File: config.mk
export PLATFORM = sky130hd
export DESIGN_NAME = bp_be_fe_checkpoint_fifo
export DESIGN_NICKNAME = d
export VERILOG_FILES = /design/src/rtl/bp_be_pkg.sv /design/src/rtl/bp_be_ckpt_ptr.sv /design/src/rtl/bsg_mem_1r1w.sv /design/src/rtl/bp_be_fe_checkpoint_fifo.sv
export SDC_FILE = /design/constraint.sdc
export NUM_CORES = 1
export LEC_CHECK = 0
export ABC_AREA = 1
export BUFFER_PORTS_ARGS = -buffer_cell sky130_fd_sc_hd__buf_2
export CAP_MARGIN = 20
export CORE_MARGIN = 4
export CORE_UTILIZATION = 61
export CTS_BUF_LIST = sky130_fd_sc_hd__clkbuf_16
export DETAILED_ROUTE_END_ITERATION = 8
export PLACE_DENSITY_LB_ADDON = 0.05
export SLEW_MARGIN = 20
export SYNTH_ARGS = -nofsm -noshare
export SYNTH_HDL_FRONTEND = slang
export SYNTH_HIERARCHICAL = 1
export SYNTH_SLANG_ARGS = --single-unit
File: constraint.sdc
create_clock -name clk_i -period 9.1 [get_ports clk_i]
set_clock_uncertainty 0.2 [all_clocks]
set_input_delay 1.365 -clock clk_i [delete_from_list [all_inputs] [get_ports clk_i]]
set_output_delay 1.365 -clock clk_i [all_outputs]
set_load 0.05 [all_outputs]
File: src/rtl/bp_be_pkg.sv
// bp_be_pkg: shared FE queue packet layout, processor configuration and pointer compare helpers
// Contents: bp_params_e, bp_fe_queue_s, fe_queue_width_p, fe_queue_fifo_els(), `BP_BE_PTR_FULL / `BP_BE_PTR_EMPTY
`ifndef BP_BE_PKG_MACROS
`define BP_BE_PKG_MACROS
// pointers carry a wrap bit as MSB: full when only the wrap bit differs
`define BP_BE_PTR_FULL(a, b, w) ((((a) ^ (b))) == {1'b1, {((w)-1){1'b0}}})
`define BP_BE_PTR_EMPTY(a, b) ((a) == (b))
`endif
package bp_be_pkg;
   typedef enum logic {e_bp_default_cfg, e_bp_large_cfg} bp_params_e;
   localparam int vaddr_width_p = 39;
   localparam int branch_metadata_fwd_width_p = 35;
   typedef struct packed {
      logic [1:0] msg_type;
      logic [vaddr_width_p-1:0] pc;
      logic [31:0] instr;
      logic [branch_metadata_fwd_width_p-1:0] branch_metadata_fwd;
   } bp_fe_queue_s;
   localparam int fe_queue_width_p = $bits(bp_fe_queue_s);
   function automatic int fe_queue_fifo_els(input bp_params_e cfg);
      return (cfg == e_bp_large_cfg) ? 16 : 8;
   endfunction
endpackage

File: src/rtl/bp_be_ckpt_ptr.sv
// bp_be_ckpt_ptr: wrapping pointer register with increment and load
// Ports: clk_i, reset_i (sync, active-high), inc_i, load_v_i, load_i, ptr_o
module bp_be_ckpt_ptr #(
   parameter int width_p = 4
) (
   input  logic               clk_i,
   input  logic               reset_i,
   input  logic               inc_i,
   input  logic               load_v_i,
   input  logic [width_p-1:0] load_i,
   output logic [width_p-1:0] ptr_o
);
   always_ff @(posedge clk_i)
      ptr_o <= reset_i ? '0 : load_v_i ? load_i : ptr_o + width_p'(inc_i);
endmodule

File: src/rtl/bsg_mem_1r1w.sv
// bsg_mem_1r1w: els_p x width_p storage, synchronous write, asynchronous read
// Ports: w_clk_i, w_v_i/w_addr_i/w_data_i write port; r_addr_i/r_data_o read port
module bsg_mem_1r1w #(
   parameter int width_p = 8,
   parameter int els_p = 8
) (
   input  logic                     w_clk_i,
   input  logic                     w_v_i,
   input  logic [$clog2(els_p)-1:0] w_addr_i,
   input  logic [width_p-1:0]       w_data_i,
   input  logic [$clog2(els_p)-1:0] r_addr_i,
   output logic [width_p-1:0]       r_data_o
);
   logic [width_p-1:0] mem [els_p];
   always_ff @(posedge w_clk_i)
      if (w_v_i) mem[w_addr_i] <= w_data_i;
   assign r_data_o = mem[r_addr_i];
endmodule

File: src/rtl/bp_be_fe_checkpoint_fifo.sv
// bp_be_fe_checkpoint_fifo: FE packet FIFO that keeps issued entries until commit, supporting roll and clear
// Ports: clk_i, reset_i; clr_v_i, deq_v_i, roll_v_i control; fe_queue_i/fe_queue_v_i/fe_queue_ready_o enqueue;
//        fe_queue_o/fe_queue_v_o/fe_queue_yumi_i issue
// Option: BP_BE_FE_QUEUE_BYPASS_EN forwards fe_queue_i to fe_queue_o when issue-empty
module bp_be_fe_checkpoint_fifo
   import bp_be_pkg::*;
#(
   parameter bp_params_e bp_params_p = e_bp_default_cfg,
   parameter int els_p = fe_queue_fifo_els(bp_params_p)
) (
   input  logic         clk_i,
   input  logic         reset_i,
   input  logic         clr_v_i,
   input  logic         deq_v_i,
   input  logic         roll_v_i,
   input  bp_fe_queue_s fe_queue_i,
   input  logic         fe_queue_v_i,
   output logic         fe_queue_ready_o,
   output bp_fe_queue_s fe_queue_o,
   output logic         fe_queue_v_o,
   input  logic         fe_queue_yumi_i
);
   localparam int lg_els_lp = $clog2(els_p);
   localparam int ptr_width_lp = lg_els_lp + 1;
   logic [ptr_width_lp-1:0] wptr, rptr, cptr, cptr_next;
   logic full, empty, enq, yumi;
   bp_fe_queue_s mem_data;
   assign full = `BP_BE_PTR_FULL(wptr, cptr, ptr_width_lp);
   assign empty = `BP_BE_PTR_EMPTY(rptr, wptr);
   assign cptr_next = cptr + ptr_width_lp'(deq_v_i);
   assign fe_queue_ready_o = ~full;
   assign enq = fe_queue_v_i & ~full & ~clr_v_i;
   assign yumi = fe_queue_yumi_i & ~clr_v_i & ~roll_v_i;
`ifdef BP_BE_FE_QUEUE_BYPASS_EN
   logic bypass;
   assign bypass = empty & enq & ~roll_v_i;
   assign fe_queue_v_o = ~empty | bypass;
   assign fe_queue_o = bypass ? fe_queue_i : mem_data;
`else
   assign fe_queue_v_o = ~empty;
   assign fe_queue_o = mem_data;
`endif
   bp_be_ckpt_ptr #(.width_p(ptr_width_lp)) cptr_reg (
      .clk_i(clk_i), .reset_i(reset_i), .inc_i(deq_v_i),
      .load_v_i(1'b0), .load_i('0), .ptr_o(cptr)
   );
   // roll and clr both rewind issue to the oldest entry still uncommitted after this cycle's deq
   bp_be_ckpt_ptr #(.width_p(ptr_width_lp)) rptr_reg (
      .clk_i(clk_i), .reset_i(reset_i), .inc_i(yumi),
      .load_v_i(clr_v_i | roll_v_i), .load_i(cptr_next), .ptr_o(rptr)
   );
   bp_be_ckpt_ptr #(.width_p(ptr_width_lp)) wptr_reg (
      .clk_i(clk_i), .reset_i(reset_i), .inc_i(enq),
      .load_v_i(clr_v_i), .load_i(cptr_next), .ptr_o(wptr)
   );
   bsg_mem_1r1w #(.width_p(fe_queue_width_p), .els_p(els_p)) mem (
      .w_clk_i(clk_i), .w_v_i(enq), .w_addr_i(wptr[lg_els_lp-1:0]), .w_data_i(fe_queue_i),
      .r_addr_i(rptr[lg_els_lp-1:0]), .r_data_o(mem_data)
   );
   always_ff @(posedge clk_i)
      if (!reset_i) begin
         assert (!deq_v_i || (cptr != rptr));
         assert (!fe_queue_yumi_i || fe_queue_v_o);
      end
endmodule

======== After elaboration in Yosys (flattened, before gate mapping) ========
Memory sizes are Yosys's and may differ from the RTL's. A register that Yosys moved wholly into a read port is not among the register bits.
Index checks and enable logic that the tools add are counted.
storage, ports and cells
  register bits after elaboration ......... 12
  bits in latches ......................... 0
  bits in writable memories ............... 864
  ROM bits ................................ 0
  input bits .............................. 115
  output and inout port bits .............. 110
  memories ................................ 1
cells by class
  add/subtract/negate cells ............... 3
  multiply operators ...................... 0
  div/mod/pow operators ................... 0
  order comparisons ....................... 0
  equality and inequality tests ........... 2
  shift operators ......................... 0
  mux-type cells .......................... 5
  bitwise gates (word level) .............. 10
  reductions and logical operators ........ 0
memories
  name     depth  bits a word  read ports  clocked after memory_dff  write ports  line                RTL
  mem.mem  8      108          1           1                         1            bsg_mem_1r1w.sv:14  logic [width_p-1:0] mem [els_p];
operators with widths
  kind                                    number
  4-bit by 1-bit adder with 4-bit output  3
  4-bit 2-to-1 mux                        2
  1-bit AND                               4
  4-bit == test                           1
  4-bit == test, second input constant    1
  1-bit NOT                               4
  4-bit bitwise XOR                       1
  3-bit 2-to-1 mux                        1
  1-bit 2-to-1 mux                        2
  1-bit bitwise OR                        1

======== Longest topological paths before layout ========
Gate-level depths: netlist (run 1).
  depth after elaboration ................. 7
  gate-level depth with buffers ........... 11
  depth with buffers taken out ............ 11

======== Hierarchy ========
The synthesis (run 1) kept the hierarchy.
modules (own cells, without submodules)
  module                    times used  cells an instance  area an instance (um2)
  bsg_mem_1r1w              1           3749               37742.4
  bp_be_ckpt_ptr            3           27                 200.2
  bp_be_fe_checkpoint_fifo  1           40                 207.7

======== Least setup slack after synthesis (run 1) ========
OpenSTA, ideal clock, no wires.
  path kind ............................... input-to-reg
  start point ............................. input clr_v_i
  end point ............................... memory mem/mem[1][0] (netlist bit) (enable)
  setup time .............................. 577 ps
  arrival ................................. 6296 ps
  required time ........................... 8323 ps
  setup slack ............................. 2027 ps
  stages on the path ...................... 5
  buffers on the path ..................... 0
  cells stage by stage .................... inv_1 nand2_1 a21oi_1 nand2_1 nor2_1
between the ends
  word-level cells in the longest chain between the ends .. 4
RTL lines
  what                                    line                            RTL
  start: declaration                      bp_be_fe_checkpoint_fifo.sv:13  input logic clr_v_i,
  1-bit NOT                               bp_be_fe_checkpoint_fifo.sv:32  assign enq = fe_queue_v_i & ~full & ~clr_v_i;
  1-bit AND                               bp_be_fe_checkpoint_fifo.sv:32
  named net enq                           bp_be_fe_checkpoint_fifo.sv:26  logic full, empty, enq, yumi;
  1-bit 2-to-1 mux                        bsg_mem_1r1w.sv:16              if (w_v_i) mem[w_addr_i] <= w_data_i;
  1-bit 2-to-1 mux (implied by the code)  bsg_mem_1r1w.sv:16
  end: declaration                        bsg_mem_1r1w.sv:14
The timed path passes the listed nets, and every way through them passes these cells.

==> qor.txt, run 1 <==
Run status = complete, no violations
# Max-Cap Violations = 0
Lkg Pwr = 0.0199 uW
Worst-skew pair later-pin latency = 0.61 ns
Resize count post-CTS = 0
PortBufs = 224
Syn Inst Count = 3870
Row Count = 91
Post-CTS Hold Fix Bufs = 0
Gr ovfl total = 0
Tot GR Track Use = 25.0%
CP Max Fanout = 222
Adder-cell area share of the yosys netlist = 0.260%
Synth top area cells = edfxtp_1, nand2_1, inv_1
# H-tree levels = 3
Slew Viols, Final = 0
Routed WL per cell = 17.0 um
Worst IR Drop VDD = 0.181 mV
CTS max path bufs = 3
Post-synth EDFFs = 864
Post-Synth Simple-Gate Area = 20.1%
Layout cell share with drive strength beyond 1 = 9.65%
Final setup TNS = 0 ns
# setup viols final = 0
Critical-path top delay cell = dfxtp_4
Post-Syn Area = 0.0386 sq mm
Final ANT Viol Nets = 0
Crit path max-delay family = buffers and inverters
# IOs = 225
Crit-path cells = buf_12, buf_4, nand2_1, nand3_1, nand2_1, nand2_1, nand2_1, buf_2
Core area = 0.0622 sq mm
Critical path's largest stage delay = 0.98 ns
Initial core utilization = 62.0%
Xor-xnor portion of the synthesized cell area = 0.204%
Compound-Gate Fraction of Synth Area = 0.130%
Final wirelength = 84.5 mm
FMAX = 170 MHz
Chip Height = 259 um
Number of distinct library cells after synthesis = 23
Root Buffer = clkbuf_16
Multi-input logic area = 0.00806 sq mm
Fin crit period = 5.89 ns
RSZ-0062 raised after global routing = no
CP most frequent cell = nand2_1
Post-Syn Area per Cell = 9.96 sq um
CTS tree = built
Sequential area share after synthesis = 67.9%
Fill cells = 4673
Mux contribution to synthesized area = 0%
YS warnings = 6
Dominant synthesized flop cell = edfxtp_1
Least-Margin Pin Slew = 1.10 ns
DRT iter0 DRCs = 1949
Global-route wire length before repair = 131 mm
Nets@finish = 4175
Routability cong. = 0.752
CTS buffer count = 87
Clk sinks = 876
Fin. Hold Viols = 0
Worst slew margin relative to its limit = 26.7%
Die W = 259 um
Crit Path Class = reg2out
Cell taking the most area after synthesis = edfxtp_1
Die Area = 0.0673 sq mm
Buf/Inv on CP = 3
Area after DPL = 0.0400 sq mm
Synth top cells by count = nand2_1, inv_1, edfxtp_1
DP Wirelength = 43.5 mm
Cells after DPL = 4800
Reg clk slew, reported paths = 0.06 ns
Fraction of registers with async set/reset = 0%
Area Growth Syn to Fin = 11.3%
Element type at the critical path end = output pin
Startpoint type of the worst setup path = flip-flop
Vias in the first global route = 23935
Router iterations before antenna repair = 5
Initial antenna violation count = 16
Cell area after layout = 0.0429 sq mm
DR DRC count = 0
Largest family of logic cells by synthesized area = simple AND/OR/NAND/NOR gates
Top cell type's share of synthesized area = 67.3%
Vias per cell = 5.05
Largest net degree at the start of global routing = 264
Reg area = 0.0262 sq mm
Final period util = 64.7%
Seq cells post-synth = 876
DR vias = 25114
Required time of the worst setup path = 7.54 ns
Pwr Density = 215 mW/mm^2
Most common cell in the synthesized netlist = nand2_1
Setup bufs post-CTS = 0
Arr. time, crit path = 4.32 ns
Fin cells = 4970
Worst min path class = reg2reg
## sequential cells by signal (all words and copies together) (netlist names)
name and cells:
cptr_reg/ptr_o 4, mem/mem 864, rptr_reg/ptr_o 4, wptr_reg/ptr_o 4
## report_power, final
| group | internal [uW] | total [uW] | switching (uW) |
|---|---|---|---|
| sequential | 4500 | 4540 | 42.6 |
| clock | 2100 | 3560 | 1460 |
| combinational | 250 | 1110 | 860 |
## cell type report
cell class | instances | share of cell area [%]
diodes | 9 | 0.0525
clock buffers | 90 | 5.25
clock inverters | 71 | 1.41
inverters | 891 | 7.86
multi-input cells | 1945 | 18.8
flip-flops and latches | 876 | 61.0
well taps | 837 | 2.44
repair buffers | 251 | 3.15
## through the flow
step	hold slack, ns	setup WS, ns	utilization (%)	total power, uW
floorplan	0.353	2.03	-	5440
global placement	0.378	3.92	64.4	5730
detailed placement	0.378	3.90	64.4	5740
CTS	0.387	3.24	69.0	9290
global route	0.437	2.99	69.0	9560
finish	0.386	3.21	69.0	9220
## layer usage
layer | track usage (%) | vias up | part of all wire [%]
li1 | - | 12379 | -
met2 | 41.5 | 739 | 48
met4 | 7.99 | 14 | 2.3
met5 | 0 | - | 0.11
met3 | 4.23 | 137 | 6.7
met1 | 34.1 | 11845 | 43
## layout by cell type, fill, tap and decap left out, types with 8 or more instances in the layout
master	instances
clkinv_2	20
nand2_1	1443
nor2_1	11
diode_2	9
buf_2	224
clkinv_1	16
conb_1	8
buf_4	24
inv_1	905
nor2_4	8
nand3_1	439
ha_1	8
dfxtp_1	9
bufinv_16	11
edfxtp_1	864
clkbuf_16	90
## logic make-up after synthesis
| kind of cell | count (synthesis) |
|---|---|
| AOI/OAI and AO/OA | 10 |
| xor gates and xnor gates | 9 |
| adders and majority gates | 8 |
| buffers and inverters | 1056 |
| DFF | 876 |
| other | 1 |
| and+or+nand+nor | 1910 |
## path summary, 6_finish.rpt
kind	from	end	slack [ns]	cells after the start
setup / recovery	rptr_reg/ptr_o[0]	fe_queue_o[72]	3.21	8
hold / removal	rptr_reg/ptr_o[3]	rptr_reg/ptr_o[3]	0.39	4
setup reg to reg	wptr_reg/ptr_o[2]	mem/mem[7][75]	5.33	8
hold reg to reg	rptr_reg/ptr_o[3]	rptr_reg/ptr_o[3]	0.39	4
## tightest hold or removal path: stages (launching register included)
cell and delay [ns]:
dfxtp_1 0.33, nand2_1 0.07, nand3_1 0.06, nand2_1 0.06
inv_1 0.03
No activity file was read; power rests on OpenSTA's default activity.
==> inputs of run 2 (changes only) <==
Clock period 9.1 ns to 5.55 ns, I/O delays scaled along.
==> qor.txt, run 2 (synthesis results as in run 1) <==
Largest net degree at the start of global routing = 278
DR DRC count = 0
Gr ovfl total = 0
Worst min path class = in2reg
Fill cells = 4647
# IOs = 225
Fin cells = 4980
# H-tree levels = 3
Global-route wire length before repair = 131 mm
Reg area = 0.0262 sq mm
Post-CTS Hold Fix Bufs = 0
Arr. time, crit path = 3.65 ns
Resize count post-CTS = 0
Final period util = 84.4%
Required time of the worst setup path = 4.52 ns
Row Count = 91
CTS max path bufs = 3
Multi-input logic area = 0.00806 sq mm
Run status = complete, no violations
Element type at the critical path end = output pin
Final setup TNS = 0 ns
Worst-skew pair later-pin latency = 0.62 ns
Reg clk slew, reported paths = 0.06 ns
Initial antenna violation count = 19
Final wirelength = 84.3 mm
# Max-Cap Violations = 0
Reg with most FFs = mem/mem
DR vias = 24945
RSZ-0062 raised after global routing = no
Layout cell share with drive strength beyond 1 = 9.80%
Die W = 259 um
Core area = 0.0622 sq mm
Max reg flops = 864
Startpoint type of the worst setup path = flip-flop
Final ANT Viol Nets = 0
Root Buffer = clkbuf_16
Nets@finish = 4188
DRT iter0 DRCs = 1953
Chip Height = 259 um
Tot GR Track Use = 25.1%
# setup viols final = 0
Hold slack = 0.269 ns
Clk sinks = 876
Pwr Density = 350 mW/mm^2
Fin crit period = 4.68 ns
Commonest non-fill, non-tap cell in the layout = nand2_1
Vias in the first global route = 23871
Setup bufs post-CTS = 0
Lkg Pwr = 0.0200 uW
Area Growth Syn to Fin = 11.8%
CTS tree = built
Routed WL per cell = 16.9 um
Vias per cell = 5.01
Cell area after layout = 0.0431 sq mm
Least-Margin Pin Slew = 1.42 ns
CP Max Fanout = 277
Worst IR Drop VDD = 0.339 mV
CTS buffer count = 88
Crit Path Class = reg2out
Routability cong. = 0.768
DP Wirelength = 42.4 mm
Most frequent cells in the layout = nand2_1, inv_1, edfxtp_1, nand3_1, buf_2
Router iterations before antenna repair = 5
Die Area = 0.0673 sq mm
Worst slew margin relative to its limit = 5.38%
Fin. Hold Viols = 0
Cells after DPL = 4812
FMAX = 214 MHz
Initial core utilization = 62.0%
PortBufs = 224
Slew Viols, Final = 0
Area after DPL = 0.0402 sq mm
==> run 2: worst max-delay path: stages (launching register included) <==
cell,delay (ns)
dfxtp_4,0.86
inv_16,0.36
buf_4,0.57
nand2_1,0.10
nand3_1,0.06
nand2_1,0.10
nand2_1,0.05
nand2_1,0.17
buf_2,0.29
==> run 2: per-stage QoR <==
step / total power, uW / utilization [%] / worst slack [ns]
after detailed placement: 9410 / 64.7 / 1.86
after floorplan: 8920 / - / -0.990
after global routing: 15600 / 69.3 / 0.896
final: 15100 / 69.3 / 0.868
after CTS: 15200 / 69.3 / 1.17
after global placement: 9390 / 64.7 / 1.84
==> run 2: final cells by class <==
class                      count  area share [%]
sequential                   876            60.8
tap                          837            2.43
clock inverter                64            1.19
clock buffer                  93            5.40
antenna                       11          0.0639
multi-input combinational   1945            18.7
inverter                     891            7.83
timing repair buffer         263            3.57
==> run 2: worst paths after layout <==
| path | from | end | slack (ns) | cells after the start |
|---|---|---|---|---|
| max | rptr_reg/ptr_o[0] | fe_queue_o[60] | 0.87 | 8 |
| min | fe_queue_i[15] | mem/mem[6][15] | 0.27 | 1 |
| min reg2reg | cptr_reg/ptr_o[3] | cptr_reg/ptr_o[3] | 0.39 | 4 |
| max reg2reg | wptr_reg/ptr_o[1] | mem/mem[5][37] | 2.34 | 7 |
==> run 2: metal layers <==
metal  global-route usage [%]  up-vias  wire length [um]
met5                        0        -                92
met4                     7.32       16              1820
met3                     4.87      150              5590
met2                     42.6      665             41000
met1                     33.5    11707             35800
li1                         -    12407                 -
==> run 2: where the power goes <==
part           internal (uW)  leakage, uW  switching (uW)
logic                    421       0.0106            1400
clock network           3420      0.00148            2390
registers               7380      0.00790            64.7
total                  11200       0.0200            3860
